### src/rtl/tron_pkg.sv
// tron_pkg: shared game-state encodings and round-result codes for the Tron datapath
package tron_pkg;
    typedef enum logic [2:0] {
        TITLE     = 3'd0,
        NEW_GAME  = 3'd1,
        COUNTDOWN = 3'd2,
        PLAY      = 3'd3,
        ROUND_END = 3'd4,
        GAME_OVER = 3'd5
    } game_state_t;

    localparam logic [1:0] RR_NONE = 2'b00;
    localparam logic [1:0] RR_BLUE = 2'b01;
    localparam logic [1:0] RR_RED  = 2'b10;
    localparam logic [1:0] RR_DRAW = 2'b11;

    localparam int FRAME_RATE = 60;
endpackage

### src/rtl/game_fsm_sync_edge.sv
// sync_edge: 2-flop synchroniser with a one-cycle rising-edge pulse
module sync_edge (
    input  logic Clk,
    input  logic Reset_n,
    input  logic d,
    output logic rise
);
    logic s1, s2, s3, armed;
    logic [1:0] warm;

    // armed only after a genuine low is seen, so a level held through reset gives no edge
    always_ff @(posedge Clk or negedge Reset_n) begin
        if (!Reset_n) begin
            s1    <= 1'b0;
            s2    <= 1'b0;
            s3    <= 1'b0;
            warm  <= 2'b00;
            armed <= 1'b0;
        end else begin
            s1    <= d;
            s2    <= s1;
            s3    <= s2;
            warm  <= {warm[0], 1'b1};
            armed <= armed | (warm[1] & ~s2);
        end
    end

    assign rise = s2 & ~s3 & armed;
endmodule

### src/rtl/game_fsm.sv
// game_fsm: frame-paced title/countdown/play/round-end/game-over sequencer
module game_fsm
    import tron_pkg::*;
#(
    parameter int COUNT_FRAMES = 180,
    parameter int END_FRAMES   = 120
) (
    input  logic       Clk,
    input  logic       Reset_n,
    input  logic       frame_clk,
    input  logic       start_key,
    input  logic       crash_blue,
    input  logic       crash_red,
    input  logic       Blue_W,
    input  logic       Red_W,
    output logic [2:0] Game_State,
    output logic       reset_round,
    output logic       round_active,
    output logic [1:0] countdown,
    output logic [1:0] round_result
);
    localparam int MAXF = COUNT_FRAMES > END_FRAMES ? COUNT_FRAMES : END_FRAMES;
    localparam int CW   = MAXF > 1 ? $clog2(MAXF) : 1;
    localparam logic [CW-1:0] CD_LOAD  = CW'(COUNT_FRAMES - 1);
    localparam logic [CW-1:0] END_LOAD = CW'(END_FRAMES - 1);
    localparam logic [CW-1:0] T3       = CW'(2 * COUNT_FRAMES / 3);
    localparam logic [CW-1:0] T2       = CW'(COUNT_FRAMES / 3);

    game_state_t   state;
    logic [CW-1:0] cnt;
    logic          frame_tick, start_rise;

    sync_edge u_frame (.Clk(Clk), .Reset_n(Reset_n), .d(frame_clk), .rise(frame_tick));
    sync_edge u_start (.Clk(Clk), .Reset_n(Reset_n), .d(start_key), .rise(start_rise));

    function automatic logic [1:0] secs(input logic [CW-1:0] c);
        return c >= T3 ? 2'd3 : c >= T2 ? 2'd2 : 2'd1;
    endfunction

    // outputs are computed from the next state so they change together with Game_State
    always_ff @(posedge Clk or negedge Reset_n) begin
        if (!Reset_n) begin
            state        <= TITLE;
            reset_round  <= 1'b0;
            round_active <= 1'b0;
            countdown    <= 2'd0;
            round_result <= RR_NONE;
            cnt          <= '0;
        end else begin
            reset_round  <= 1'b0;
            round_active <= 1'b0;
            countdown    <= 2'd0;
            case (state)
                TITLE, GAME_OVER: begin
                    if (start_rise) begin
                        state        <= NEW_GAME;
                        reset_round  <= 1'b1;
                        round_result <= RR_NONE;
                    end
                end
                NEW_GAME: begin
                    state     <= COUNTDOWN;
                    cnt       <= CD_LOAD;
                    countdown <= secs(CD_LOAD);
                end
                COUNTDOWN: begin
                    if (!frame_tick) begin
                        countdown <= secs(cnt);
                    end else if (cnt == '0) begin
                        state        <= PLAY;
                        round_active <= 1'b1;
                    end else begin
                        cnt       <= cnt - CW'(1);
                        countdown <= secs(cnt - CW'(1));
                    end
                end
                PLAY: begin
                    if (crash_blue | crash_red) begin
                        state        <= ROUND_END;
                        round_result <= {crash_red, crash_blue};
                        cnt          <= END_LOAD;
                    end else begin
                        round_active <= 1'b1;
                    end
                end
                ROUND_END: begin
                    if (frame_tick) begin
                        if (cnt != '0) begin
                            cnt <= cnt - CW'(1);
                        end else if (Blue_W | Red_W) begin
                            state <= GAME_OVER;
                        end else begin
                            state       <= COUNTDOWN;
                            reset_round <= 1'b1;
                            cnt         <= CD_LOAD;
                            countdown   <= secs(CD_LOAD);
                        end
                    end
                end
                default: state <= TITLE;
            endcase
        end
    end

    assign Game_State = state;
endmodule

### config.mk
export PLATFORM = sky130hd
export DESIGN_NAME = game_fsm
export DESIGN_NICKNAME = d
export VERILOG_FILES = /design/src/rtl/tron_pkg.sv /design/src/rtl/game_fsm_sync_edge.sv /design/src/rtl/game_fsm.sv
export SDC_FILE = /design/constraint.sdc
export NUM_CORES = 1
export LEC_CHECK = 0
export BUFFER_PORTS_ARGS = -buffer_cell sky130_fd_sc_hd__buf_2
export CORE_MARGIN = 8
export CORE_UTILIZATION = 40
export DETAILED_ROUTE_END_ITERATION = 8
export HOLD_SLACK_MARGIN = 0.03
export PLACE_DENSITY_LB_ADDON = 0.3
export SKIP_LAST_GASP = 1
export SYNTH_ARGS = -nofsm -noshare
export SYNTH_HDL_FRONTEND = slang
export SYNTH_SLANG_ARGS = --single-unit
### constraint.sdc
create_clock -name Clk -period 3.8 [get_ports Clk]
set_clock_uncertainty 0.15 [all_clocks]
set_input_delay 0.38 -clock Clk [delete_from_list [all_inputs] [get_ports Clk]]
set_output_delay 0.38 -clock Clk [all_outputs]
set_load 0.02 [all_outputs]
==> Word-level counts from Yosys, hierarchy flattened <==
Index checks and enable logic that the tools add are counted.
{ "totals": {"register_bits": 29, "inputBits": 8, "output_inout_bits": 9, "elab_cells": 94} }
{ "op_classes": {"add_sub_neg": 1, "n_lt_le_gt_ge": 4, "eq_ne": 13, "n_mux": 37, "n_bitwise": 14, "n_reduce_logical": 9} }
{ "ops": {"columns": ["operator", "n"], "rows": [
  ["$mux W8", 6],
  ["$pmux W8 S4", 1],
  ["$mux W2", 11],
  ["$mux W3", 7],
  ["$ge A8 B6 Y1 const B", 2],
  ["$ge A8 B7 Y1 const B", 2],
  ["$pmux W3 S5", 1],
  ["$ne A2 B2 Y1 const B", 7],
  ["$reduce_and A6 Y1", 2],
  ["$logic_not A8 Y1", 1],
  ["$reduce_bool A8 Y1", 1],
  ["$sub A8 B1 Y8 const B", 1],
  ["$mux W1", 7],
  ["$and A1 B1 Y1", 6],
  ["$eq A3 B2 Y1 const B", 2],
  ["$eq A3 B3 Y1 const B", 2],
  ["$pmux W2 S3", 1],
  ["$not A1 Y1", 4],
  ["$or A1 B1 Y1", 4],
  ["$pmux W1 S2", 2],
  ["$pmux W2 S2", 1],
  ["$reduce_bool A4 Y1", 1],
  ["$eq A3 B1 Y1 const B", 1],
  ["$logic_not A3 Y1", 1],
  ["4 further kinds", 4]
]} }

==> Depth between registers and ports, before layout <==
Gate-level depths: netlist of run 1.
{ "logic_depth": {"word_depth": 7, "mapped_depth": 7, "ltp_nobuf": 7} }

==> Cells and area by module <==
A second synthesis of run 1 with hierarchy kept.
{ "hier_totals": {"cells_unflattened": 179, "area_unflattened_um2": 1601.5} }
{ "modules_own_cells": {"columns": ["module", "instances", "cells_per_inst", "area_per_inst_um2"], "rows": [
  ["game_fsm", 1, 157, 1256.2],
  ["sync_edge", 2, 11, 172.7]
]} }

==> Worst setup path before layout of run 1 <==
Ideal clock, no wire load.
{ "synth_path": {"path_type": "register to register", "startpoint": "register cnt[0]", "endpoint": "register cnt[3]", "setup_time_ns": 0.127, "arrival_ns": 2.001, "t_required_ns": 3.523, "setup_slack_ns": 1.522, "stages_incl_launch_ff": 8, "path_buffers": 0, "path_cell_list": "dfrtp_1 > inv_1 > ha_1 > nor3b_1 > nand2_1 > o32ai_2 > nand2b_1 > o22ai_1"} }
{ "synth_between": {"elab_chain_len": 4} }
{ "synth_lines": {"columns": ["item", "line_no", "source"], "rows": [
  ["start, declared", "game_fsm.sv:30", "logic [CW-1:0] cnt;"],
  ["start signal, assigned", "game_fsm.sv:73", "cnt <= cnt - CW'(1);"],
  ["start signal, assigned", "game_fsm.sv:89", "cnt <= cnt - CW'(1);"],
  ["$sub A8 B1 Y8 / $reduce_bool A8 Y1 (equally long branches)", "game_fsm.sv:73, game_fsm.sv:89, game_fsm.sv:88", null],
  ["$mux W8 (on tied branches)", "game_fsm.sv:88, game_fsm.sv:69", null],
  ["$mux W8 (on tied branches)", "game_fsm.sv:87, game_fsm.sv:67", null],
  ["$pmux W8 S4", "game_fsm.sv:53", "case (state)"]
]} }
Parallel ways exist; a longest one is shown, timed or not. The select of a mux whose other input is x is not followed.
A chain may end at the register's enable or synchronous reset.

==> Final worst setup path of run 1 <==
{ "layout_path": {"startpoint": "register cnt[0]", "endpoint": "register cnt[5]"} }
Same word-level chain as after synthesis.

==> key figures, run 1 <==
Die
  • Core ar.: 0.00363 mm2
  • Total die area: 0.00598 mm2
  • Die width: 77.3 um
  • IO Count: 17
  • Rows: 22
  • Initial Util: 41.4%
  • Die Y: 77.3 um

STA
  • Fin crit share: 70.1%
  • Finish-stage setup viols: 0
  • Slew HR: 58.1%
  • Max Fclk: 375 MHz
  • Slew of the pin with the lowest slew margin: 0.628 ns
  • Hold Fails Final Rpt: 0
  • Final worst setup slack: 1.14 ns
  • TNS Setup: 0 ns
  • RSZ-0062 raised after global routing: false
  • Tmin final: 2.66 ns
  • Pins Over Slew Limit: 0

Setup path
  • R2R Path Start: cnt[0]$_DFFE_PN0P_
  • Max incr delay on CP: 0.61 ns
  • CP endpoint kind: flop
  • Critical path startpoint: cnt[0]$_DFFE_PN0P_
  • CP Launch Type: flop
  • Data required time at the worst endpoint: 3.87 ns
  • CP Cell Sequence: inv_1 -> ha_1 -> nor3b_1 -> nand2_1 -> o32ai_2 -> nand2b_1 -> o22a_1
  • CP max FO: 10
  • Slowest cell on crit path: o32ai_2
  • Worst R2R Setup Slack: 1.14 ns
  • Largest delay contributor family on the critical path: simple AND/OR/NAND/NOR gates
  • Crit path buffers/inverters: 1
  • R2R depth: 7
  • Worst flop-to-flop path endpoint: cnt[5]$_DFFE_PN0P_
  • Critical path class: reg2reg
  • Worst Path Arrival: 2.74 ns

Placed design
  • Placed inst area: 0.00159 mm2
  • Placed insts: 220
  • GPL Wtd Cong: 0.881
  • Final HPWL DP: 2.45 mm
  • Pre-CTS setup slack: 1.16 ns
  • Port Buffers: 16

Global route
  • Vias in the first global route: 1198
  • GRT Total Usage: 11.4%
  • Initial antenna violation count: 0
  • Largest net degree at the start of global routing: 28
  • Gr ovfl total: 0
  • First-pass GRT wire length: 5.69 mm

Power and ir drop
  • Sequential Power Share: 41.1%
  • Cell Int Power: 0.640 mW
  • Switch Pwr: 0.520 mW
  • Worst VDD drop: 0.264 mV
  • Power Density: 702 mW/mm2
  • Clock share of power: 15.1%
  • Leakage Power: 0.686 nW
  • Sw Ratio: 44.8%
  • Comb power frac: 43.9%

Yosys
  • Primary FF master, synth: dfrtp_1
  • Async S/R FF share, synth: 100%
  • Sequential area share after synthesis: 44.9%
  • Post-Syn Area per Cell: 9.01 um2
  • Post-synth top area cell: dfrtp_1
  • Top cells by area, synth: dfrtp_1 45%, a21oi_1 5.7%, nor2_1 3.7%
  • Cell with the most instances after synthesis: dfrtp_1
  • Synth cell types: 46
  • Post-synth top cells: 27 x dfrtp_1, 17 x a21oi_1, 15 x nor2_1
  • Synth warn: 0
  • Post-Syn Instances: 167
  • Seq cells post-synth: 27
  • Synth Net Count: 176
  • Post-synth EDFFs: 0
  • Synthesized cell area: 0.00150 mm2
  • Post-synth top area share: 44.9%

Layout
  • Design area: 0.00165 mm2
  • Area Overhead vs Synth: 9.98%
  • Non-filler cells, final: 225
  • Nets: 187
  • Layout Utilization: 45.5%
  • N_diodes: 0
  • Fill cells: 374
  • Share of layout cells above drive strength 1: 14.1%

Hold path
  • Hold path startpoint: frame_clk
  • Worst Hold End: u_frame.s1$_DFF_PN0_
  • Hold Crit Depth: 1
  • Worst hold path type: in2reg

Clock network
  • CTS tree: built
  • Post-CTS sizing: 0
  • Post-CTS Setup Bufs: 0
  • Sink Count: 27
  • Clk_lat worst skew: 0.28 ns
  • Clock buffer depth: 2
  • Clock buffer count from CTS: 3
  • H-tree depth: 1
  • Root buffer cell: clkbuf_8
  • Clk pin slew, worst setup/hold paths: 0.10 ns

Run
  • Max Cap Violations: 0

Route
  • # DRC: 0
  • Antenna Nets Post-Route: 0
  • Via density: 5.65
  • DRT Wirelength: 3.32 mm
  • DR vias: 1271
  • DR iter-0 viols: 167
  • WL/cell: 14.8 um
  • 1st-pass router iterations: 5

Run status
  • Outcome: complete, no violations
## what timing repair did
| item | 4_1_cts | 5_1_grt |
|---|---|---|
| hold endpoints to repair | 27 | 0 |
| hold buffers | 1 | 0 |
| endpoints found under the setup margin | 0 | 0 |
## area by class of cell
cell class                      instances  area (um2)  share of cell area, %
Clock inverter                          1        8.76                  0.529
Tap cell                               48        60.1                   3.63
Clock buffer                            3        41.3                   2.50
Sequential cell                        27         676                   40.8
Multi-Input combinational cell        122         752                   45.5
Timing Repair Buffer                   17        90.1                   5.45
Inverter                                7        26.3                   1.59
## per-layer routing
| layer | vias up | share of wire, % | track usage (%) |
|---|---|---|---|
| li1 | 628 | - | - |
| met1 | 610 | 46 | 15.1 |
| met2 | 26 | 47 | 17.4 |
| met3 | 7 | 4.6 | 2.91 |
| met4 | 0 | 2.0 | 4.53 |
| met5 | - | 0 | 0 |
## placed cells by master (no fill, tap or decap), drive strengths merged, types with 3 or more instances in the layout
cell type  instances
nor2              15
nand2b             7
nand2             13
o21ai              8
a21oi             17
dfrtp             27
nor3               6
nand3              5
buf               16
clkbuf             3
or4                3
a32o               4
nor4               3
a31oi              3
inv                7
a21o               4
## worst max path at each step
stage | endpoint | slack [ns] | depth (start not counted)
2_1_floorplan | cnt[3]$_DFFE_PN0P_ | 1.52 | 7
3_3_place_gp | cnt[3]$_DFFE_PN0P_ | 1.30 | 7
3_5_place_dp | cnt[5]$_DFFE_PN0P_ | 1.16 | 7
4_1_cts | cnt[5]$_DFFE_PN0P_ | 1.15 | 7
5_1_grt | cnt[5]$_DFFE_PN0P_ | 0.92 | 7
6_report | cnt[5]$_DFFE_PN0P_ | 1.14 | 7
## stage by stage
stage	total power [mW]	hold slack [ns]
floorplan	0.866	-0.0656
global placement	0.981	0.183
detailed placement	0.993	0.186
CTS	1.17	0.0408
global route	1.26	0.0349
finish	1.16	0.0434
## flip-flops by register name, indices dropped and copies added (netlist names), 2 cells and up
register and flops:
Game_State 3, cnt 8, countdown 2, round_result 2
## kinds of logic (layout without fill, tap and decap cells)
family,count (synthesis),after routing,synth area share [%]
adders and majority gates,1,1,0.832
muxes,2,2,1.33
other,1,1,0.249
xor gates and xnor gates,1,1,0.582
DFF,27,27,44.9
buffers and inverters,18,28,5.07
AOI/OAI and AO/OA,51,51,23.3
and+or+nand+nor,66,66,23.7
## power groups by stage
stage	Clock, mW	Combinational (mW)	Sequential (mW)
6_report	0.175	0.509	0.477
5_1_grt	0.189	0.577	0.493
4_1_cts	0.182	0.513	0.476
3_5_place_dp	0	0.511	0.482
3_3_place_gp	0	0.502	0.479
2_1_floorplan	0	0.422	0.444
Note: power is estimated with default switching activity, not from simulation.
==> run 2, diff against run 1 <==
--- a/config.mk
+++ b/config.mk
@@ -5,6 +5,7 @@
 export SDC_FILE = /design/constraint.sdc
 export NUM_CORES = 1
 export LEC_CHECK = 0
+export ABC_AREA = 1
 export BUFFER_PORTS_ARGS = -buffer_cell sky130_fd_sc_hd__buf_2
 export CORE_MARGIN = 8
 export CORE_UTILIZATION = 40
==> constraint.sdc (replaced) <==
create_clock -name Clk -period 2.4 [get_ports Clk]
set_clock_uncertainty 0.15 [all_clocks]
set_input_delay 0.24 -clock Clk [delete_from_list [all_inputs] [get_ports Clk]]
set_output_delay 0.24 -clock Clk [all_outputs]
set_load 0.02 [all_outputs]
==> key figures, run 2 <==
Run status
  • Outcome: complete, no violations

Yosys
  • Synth cell types: 27
  • Primary FF master, synth: dfrtp_1
  • Sequential area share after synthesis: 45.7%
  • Seq cells post-synth: 27
  • Synth Net Count: 194
  • Async S/R FF share, synth: 100%
  • Cell with the most instances after synthesis: nand2_1
  • Post-synth top area share: 45.7%
  • Post-synth top area cell: dfrtp_1
  • Post-Syn Instances: 185
  • Synth warn: 0
  • Post-synth top cells: 45 x nand2_1, 27 x dfrtp_1, 23 x inv_1
  • Top cells by area, synth: dfrtp_1 46%, nand2_1 11%, inv_1 5.8%
  • Post-Syn Area per Cell: 7.99 um2
  • Synthesized cell area: 0.00148 mm2
  • Post-synth EDFFs: 0

Power and ir drop
  • Clock share of power: 12.9%
  • Tot Pwr: 2.07 mW
  • Worst VDD drop: 0.619 mV
  • Comb power frac: 53.4%
  • Cell Int Power: 1.08 mW
  • Leakage Power: 0.880 nW
  • Power Density: 1210 mW/mm2
  • Sw Ratio: 48.0%
  • Sequential Power Share: 33.6%
  • Switch Pwr: 0.992 mW

Placed design
  • Port Buffers: 16
  • GPL Wtd Cong: 0.888
  • Final HPWL DP: 2.30 mm
  • Placed insts: 250

Clock network
  • Post-CTS Setup Bufs: 0
  • Post-CTS sizing: 0
  • Clk_lat worst skew: 0.27 ns
  • CTS tree: built
  • Root buffer cell: clkbuf_8
  • H-tree depth: 1
  • Sink Count: 27
  • Clock buffer depth: 2
  • # hold bufs at CTS: 3
  • Clock buffer count from CTS: 3
  • Clk pin slew, worst setup/hold paths: 0.09 ns

Route
  • DRT Wirelength: 2.94 mm
  • Via density: 4.66
  • Antenna Nets Post-Route: 0
  • # DRC: 0
  • WL/cell: 11.4 um
  • DR vias: 1198
  • 1st-pass router iterations: 4
  • DR iter-0 viols: 62

STA
  • Hold Fails Final Rpt: 0
  • Slew HR: 61.6%
  • Max Fclk: 545 MHz
  • RSZ-0062 raised after global routing: false
  • Pins Over Slew Limit: 0
  • Finish-stage setup viols: 0
  • Fin crit share: 76.4%
  • TNS Setup: 0 ns
  • Tmin final: 1.83 ns
  • Slew of the pin with the lowest slew margin: 0.576 ns

Die
  • Die width: 76.8 um
  • Rows: 22
  • Initial Util: 41.0%
  • IO Count: 17
  • Die Y: 76.8 um
  • Core ar.: 0.00361 mm2
  • Total die area: 0.00590 mm2

Layout
  • Reg area: 676 um2
  • Largest reg by FF count: cnt
  • Multi-input logic area: 702 um2
  • Commonest non-fill, non-tap cell in the layout: nand2_1
  • Layout Utilization: 47.3%
  • Most frequent cells in the layout: 45 x nand2_1, 27 x dfrtp_1, 23 x inv_1, 17 x nor2_1, 16 x buf_2
  • Fill cells: 339
  • N_diodes: 0
  • Max reg flops: 8
  • Area Overhead vs Synth: 15.4%
  • Share of layout cells above drive strength 1: 21.5%
  • Nets: 219
  • Non-filler cells, final: 257

Global route
  • GRT Total Usage: 10.8%
  • Met1 Usage GRT: 13.9%
  • First-pass GRT wire length: 5.40 mm
  • Gr ovfl total: 0
  • Largest net degree at the start of global routing: 28
  • GRT met3 Usage: 1.52%
  • Met2 Use GR: 17.6%
  • Vias in the first global route: 1221
  • Grt peak-use layer: met2
  • Initial antenna violation count: 0

Setup path
  • Data required time at the worst endpoint: 2.42 ns
  • Largest delay contributor family on the critical path: simple AND/OR/NAND/NOR gates
  • Crit path buffers/inverters: 2
  • Most used cell, CP: o21ai_1
  • Slowest cell on crit path: dfrtp_1
  • R2R Path Start: cnt[0]$_DFFE_PN0P_
  • Worst Path Arrival: 1.85 ns
  • CP max FO: 9
  • Critical path class: reg2reg
  • CP endpoint kind: flop
  • Worst flop-to-flop path endpoint: cnt[5]$_DFFE_PN0P_
  • R2R depth: 9
  • Worst R2R Setup Slack: 0.57 ns
  • Max incr delay on CP: 0.39 ns
  • CP Cell Sequence: inv_1 -> ha_1 -> nand3_2 -> nor2_4 -> nand2_2 -> nand2_4 -> inv_4 -> o21ai_1 -> o21ai_1
  • CP Launch Type: flop

Hold path
  • Worst hold path type: in2reg
  • Hold path startpoint: crash_red
  • Worst Hold End: round_result[1]$_DFFE_PN0P_
  • Hold Crit Depth: 3

Run
  • Max Cap Violations: 0
[run 2: worst min-delay path, stage by stage]
cell	delay [ns]
buf_2	0.09
inv_1	0.07
o21ai_0	0.08
[run 2: cell families after synthesis]
group	synth area share [%]
adder cells (fa/ha/maj)	0.847
flip-flops	45.7
AND/OR/NAND/NOR	35.1
buffers and inverters	6.77
XOR/XNOR	0.593
other	0.254
AO/OA/AOI/OAI	10.8
[run 2: final cells by class]
cell class / instances / area share, %
Multi-Input combinational cell: 132 / 41.2
Sequential cell: 27 / 39.6
Timing Repair Buffer: 20 / 6.90
Inverter: 26 / 5.87
Tap cell: 48 / 3.52
Clock buffer: 3 / 2.42
Clock inverter: 1 / 0.514
[run 2: worst max path at each step]
stage / end / slack [ns] / cells past startpoint / start
finish: cnt[5]$_DFFE_PN0P_ / 0.57 / 9 / cnt[0]$_DFFE_PN0P_
floorplan: cnt[5]$_DFFE_PN0P_ / 0.73 / 9 / cnt[0]$_DFFE_PN0P_
CTS: cnt[5]$_DFFE_PN0P_ / 0.58 / 9 / cnt[0]$_DFFE_PN0P_
global placement: cnt[5]$_DFFE_PN0P_ / 0.65 / 9 / cnt[0]$_DFFE_PN0P_
detailed placement: Game_State[1]$_DFFE_PN0P_ / 0.61 / 8 / cnt[0]$_DFFE_PN0P_
global route: cnt[5]$_DFFE_PN0P_ / 0.37 / 9 / cnt[0]$_DFFE_PN0P_
[run 2: routing by layer]
metal | up-vias | share of wire (%)
li1 | 642 | -
met1 | 536 | 51
met2 | 14 | 45
met3 | 6 | 2.1
met4 | 0 | 1.6
met5 | - | 0
[run 2: metrics by stage]
stage / worst slack [ns] / hold WS [ns] / instance area, um2
floorplan: 0.735 / -0.206 / 1480
global route: 0.374 / 0.122 / 1710
detailed placement: 0.610 / 0.122 / 1630
global placement: 0.647 / 0.127 / 1630
finish: 0.566 / 0.102 / 1710
CTS: 0.577 / 0.102 / 1710
[run 2: power groups by stage]
stage | clock network (mW) | registers, mW | logic [mW]
finish | 0.267 | 0.696 | 1.11
global route | 0.303 | 0.717 | 1.27
CTS | 0.281 | 0.696 | 1.11
detailed placement | 0 | 0.704 | 1.10
global placement | 0 | 0.703 | 1.10
floorplan | 0 | 0.748 | 0.790
==> run 3, diff against run 2 <==
--- a/config.mk
+++ b/config.mk
@@ -5,7 +5,7 @@
 export SDC_FILE = /design/constraint.sdc
 export NUM_CORES = 1
 export LEC_CHECK = 0
-export ABC_AREA = 1
+export ABC_AREA = 0
 export BUFFER_PORTS_ARGS = -buffer_cell sky130_fd_sc_hd__buf_2
 export CORE_MARGIN = 8
 export CORE_UTILIZATION = 40
==> constraint.sdc (replaced) <==
create_clock -name Clk -period 1.65 [get_ports Clk]
set_clock_uncertainty 0.15 [all_clocks]
set_input_delay 0.165 -clock Clk [delete_from_list [all_inputs] [get_ports Clk]]
set_output_delay 0.165 -clock Clk [all_outputs]
set_load 0.02 [all_outputs]
==> key figures, run 3 (synthesis gave the netlist of run 1 again) <==
Run status
  • Outcome: complete, but fails checks
  • Failing checks: negative setup slack

Clock network
  • Clk_lat worst skew: 0.28 ns
  • Clk pin slew, worst setup/hold paths: 0.10 ns
  • Clock buffer count from CTS: 3
  • Clock buffer depth: 2
  • Sink Count: 27
  • H-tree depth: 1
  • CTS tree: built
  • Root buffer cell: clkbuf_8

STA
  • Hold_ws: 0.172 ns
  • TNS Setup: -5.67 ns
  • Slew of the pin with the lowest slew margin: 0.601 ns
  • Finish-stage setup viols: 17
  • Tmin final: 2.20 ns
  • Slew HR: 60.0%
  • Fin crit share: 134%
  • Pins Over Slew Limit: 0
  • RSZ-0062 raised after global routing: true
  • Hold Fails Final Rpt: 0
  • Max Fclk: 454 MHz
  • Final worst setup slack: -0.554 ns

Power and ir drop
  • Worst VDD drop: 0.608 mV
  • Cell Int Power: 2.20 mW
  • Tot Pwr: 3.74 mW
  • Power Density: 1620 mW/mm2
  • Clock share of power: 10.7%
  • Sw Ratio: 41.1%
  • Comb power frac: 63.8%
  • Sequential Power Share: 25.5%
  • Switch Pwr: 1.54 mW
  • Leakage Power: 1.06 nW

Global route
  • Largest net degree at the start of global routing: 28
  • First-pass GRT wire length: 7.25 mm
  • Vias in the first global route: 1602
  • Gr ovfl total: 0
  • GRT Total Usage: 14.6%
  • Initial antenna violation count: 0

Setup path
  • Data required time at the worst endpoint: 1.68 ns
  • R2R depth: 5
  • Critical path class: reg2reg
  • CP Launch Type: flop
  • Worst R2R Setup Slack: -0.55 ns
  • Worst Path Arrival: 2.23 ns
  • CP endpoint kind: flop
  • CP max FO: 4
  • Worst flop-to-flop path endpoint: countdown[1]$_DFF_PN0_
  • R2R Path Start: cnt[1]$_DFFE_PN0P_

Route
  • WL/cell: 15.3 um
  • # DRC: 0
  • DRT Wirelength: 4.43 mm
  • DR vias: 1581
  • 1st-pass router iterations: 4
  • Antenna Nets Post-Route: 0
  • Via density: 5.45
  • DR iter-0 viols: 102

Die
  • Initial Util: 41.4%
  • IO Count: 17
  • Core ar.: 0.00363 mm2
  • Die Y: 77.3 um
  • Die width: 77.3 um
  • Total die area: 0.00598 mm2
  • Rows: 22

Hold path
  • Hold Crit Depth: 5
  • Worst Hold End: round_active$_DFF_PN0_
  • Hold path startpoint: crash_red
  • Worst hold path type: in2reg

Run
  • Max Cap Violations: 0

Layout
  • Max reg flops: 8
  • Nets: 252
  • Largest reg by FF count: cnt
  • Fill cells: 317
  • Most frequent cells in the layout: 56 x buf_4, 27 x dfrtp_1, 16 x buf_2, 15 x a21oi_1, 13 x nor2_1
  • Area Overhead vs Synth: 53.0%
  • Share of layout cells above drive strength 1: 44.6%
  • N_diodes: 0
  • Commonest non-fill, non-tap cell in the layout: buf_4

Placed design
  • Final HPWL DP: 3.22 mm
  • Port Buffers: 16
  • GPL Wtd Cong: 0.950
==> run 3: changes by cell type in the layout (fill, tap and decap cells not counted), sizes merged, moves of 6 or more <==
cell    delta
a21oi     +14
buf       +60
inv       -20
nand2     -39
nand2b     +7
nand3     -13
nor2       -9
nor3       +6
o21ai     -12
==> run 3: how the worst max path moves through the flow <==
stage / startpoint / endpoint / slack (ns) / cells past startpoint
after floorplan: cnt[2]$_DFFE_PN0P_ / countdown[1]$_DFF_PN0_ / -0.52 / 6
after global placement: cnt[1]$_DFFE_PN0P_ / countdown[1]$_DFF_PN0_ / -0.49 / 5
after detailed placement: cnt[1]$_DFFE_PN0P_ / countdown[1]$_DFF_PN0_ / -0.54 / 5
after CTS: cnt[1]$_DFFE_PN0P_ / countdown[1]$_DFF_PN0_ / -0.54 / 5
after global routing: cnt[1]$_DFFE_PN0P_ / countdown[1]$_DFF_PN0_ / -0.62 / 5
final: cnt[1]$_DFFE_PN0P_ / countdown[1]$_DFF_PN0_ / -0.55 / 5
==> run 3: repair_timing <==
| action | in CTS | in global routing |
|---|---|---|
| endpoints found under the hold margin | 31 | 0 |
| buffers inserted | 7 | 2 |
| gates resized for setup | 14 | 11 |
| pin swaps | 7 | 4 |
| endpoints found under the setup margin | 17 | 17 |
| hold buffers | 5 | 0 |
==> run 3: power by group through the flow <==
stage,Combinational (mW),Sequential [mW],Clock (mW)
6_report,2.39,0.952,0.398
5_1_grt,2.56,0.974,0.433
4_1_cts,2.27,0.944,0.413
3_5_place_dp,2.07,0.957,0
3_3_place_gp,2.01,0.950,0
2_1_floorplan,1.06,1.03,0
==> run 3: through the flow <==
| step | setup slack [ns] | cells | instance area (um2) | utilization, % |
|---|---|---|---|---|
| floorplan | -0.516 | 167 | 1570 | - |
| global placement | -0.488 | 273 | 2060 | 56.6 |
| detailed placement | -0.538 | 273 | 2060 | 56.6 |
| CTS | -0.544 | 288 | 2250 | 61.9 |
| global route | -0.616 | 290 | 2300 | 63.3 |
| finish | -0.554 | 290 | 2300 | 63.3 |
==> run 3: per-layer routing <==
layer / GRT usage, % / vias to the layer above / part of all wire [%]
met5: 0 / - / 0
met4: 8.11 / 0 / 2.3
met3: 2.91 / 10 / 3.2
met2: 25.8 / 30 / 53
met1: 16.0 / 782 / 41
li1: - / 759 / -
==> run 3: worst max-delay path: stages, from the launching register on <==
cell and delay [ns]:
dfrtp_1 0.43, or4_4 0.57, o41ai_2 0.22, o211ai_1 0.15
or3b_1 0.36, a31o_1 0.22
==> run 3: layout make-up <==
type	instances	area, um2	share of cell area [%]
clock buffer	3	41.3	1.79
multi-input combinational	122	867	37.7
tap	48	60.1	2.61
sequential	27	676	29.4
timing repair buffer	82	616	26.8
clock inverter	1	7.51	0.326
inverter	7	33.8	1.47
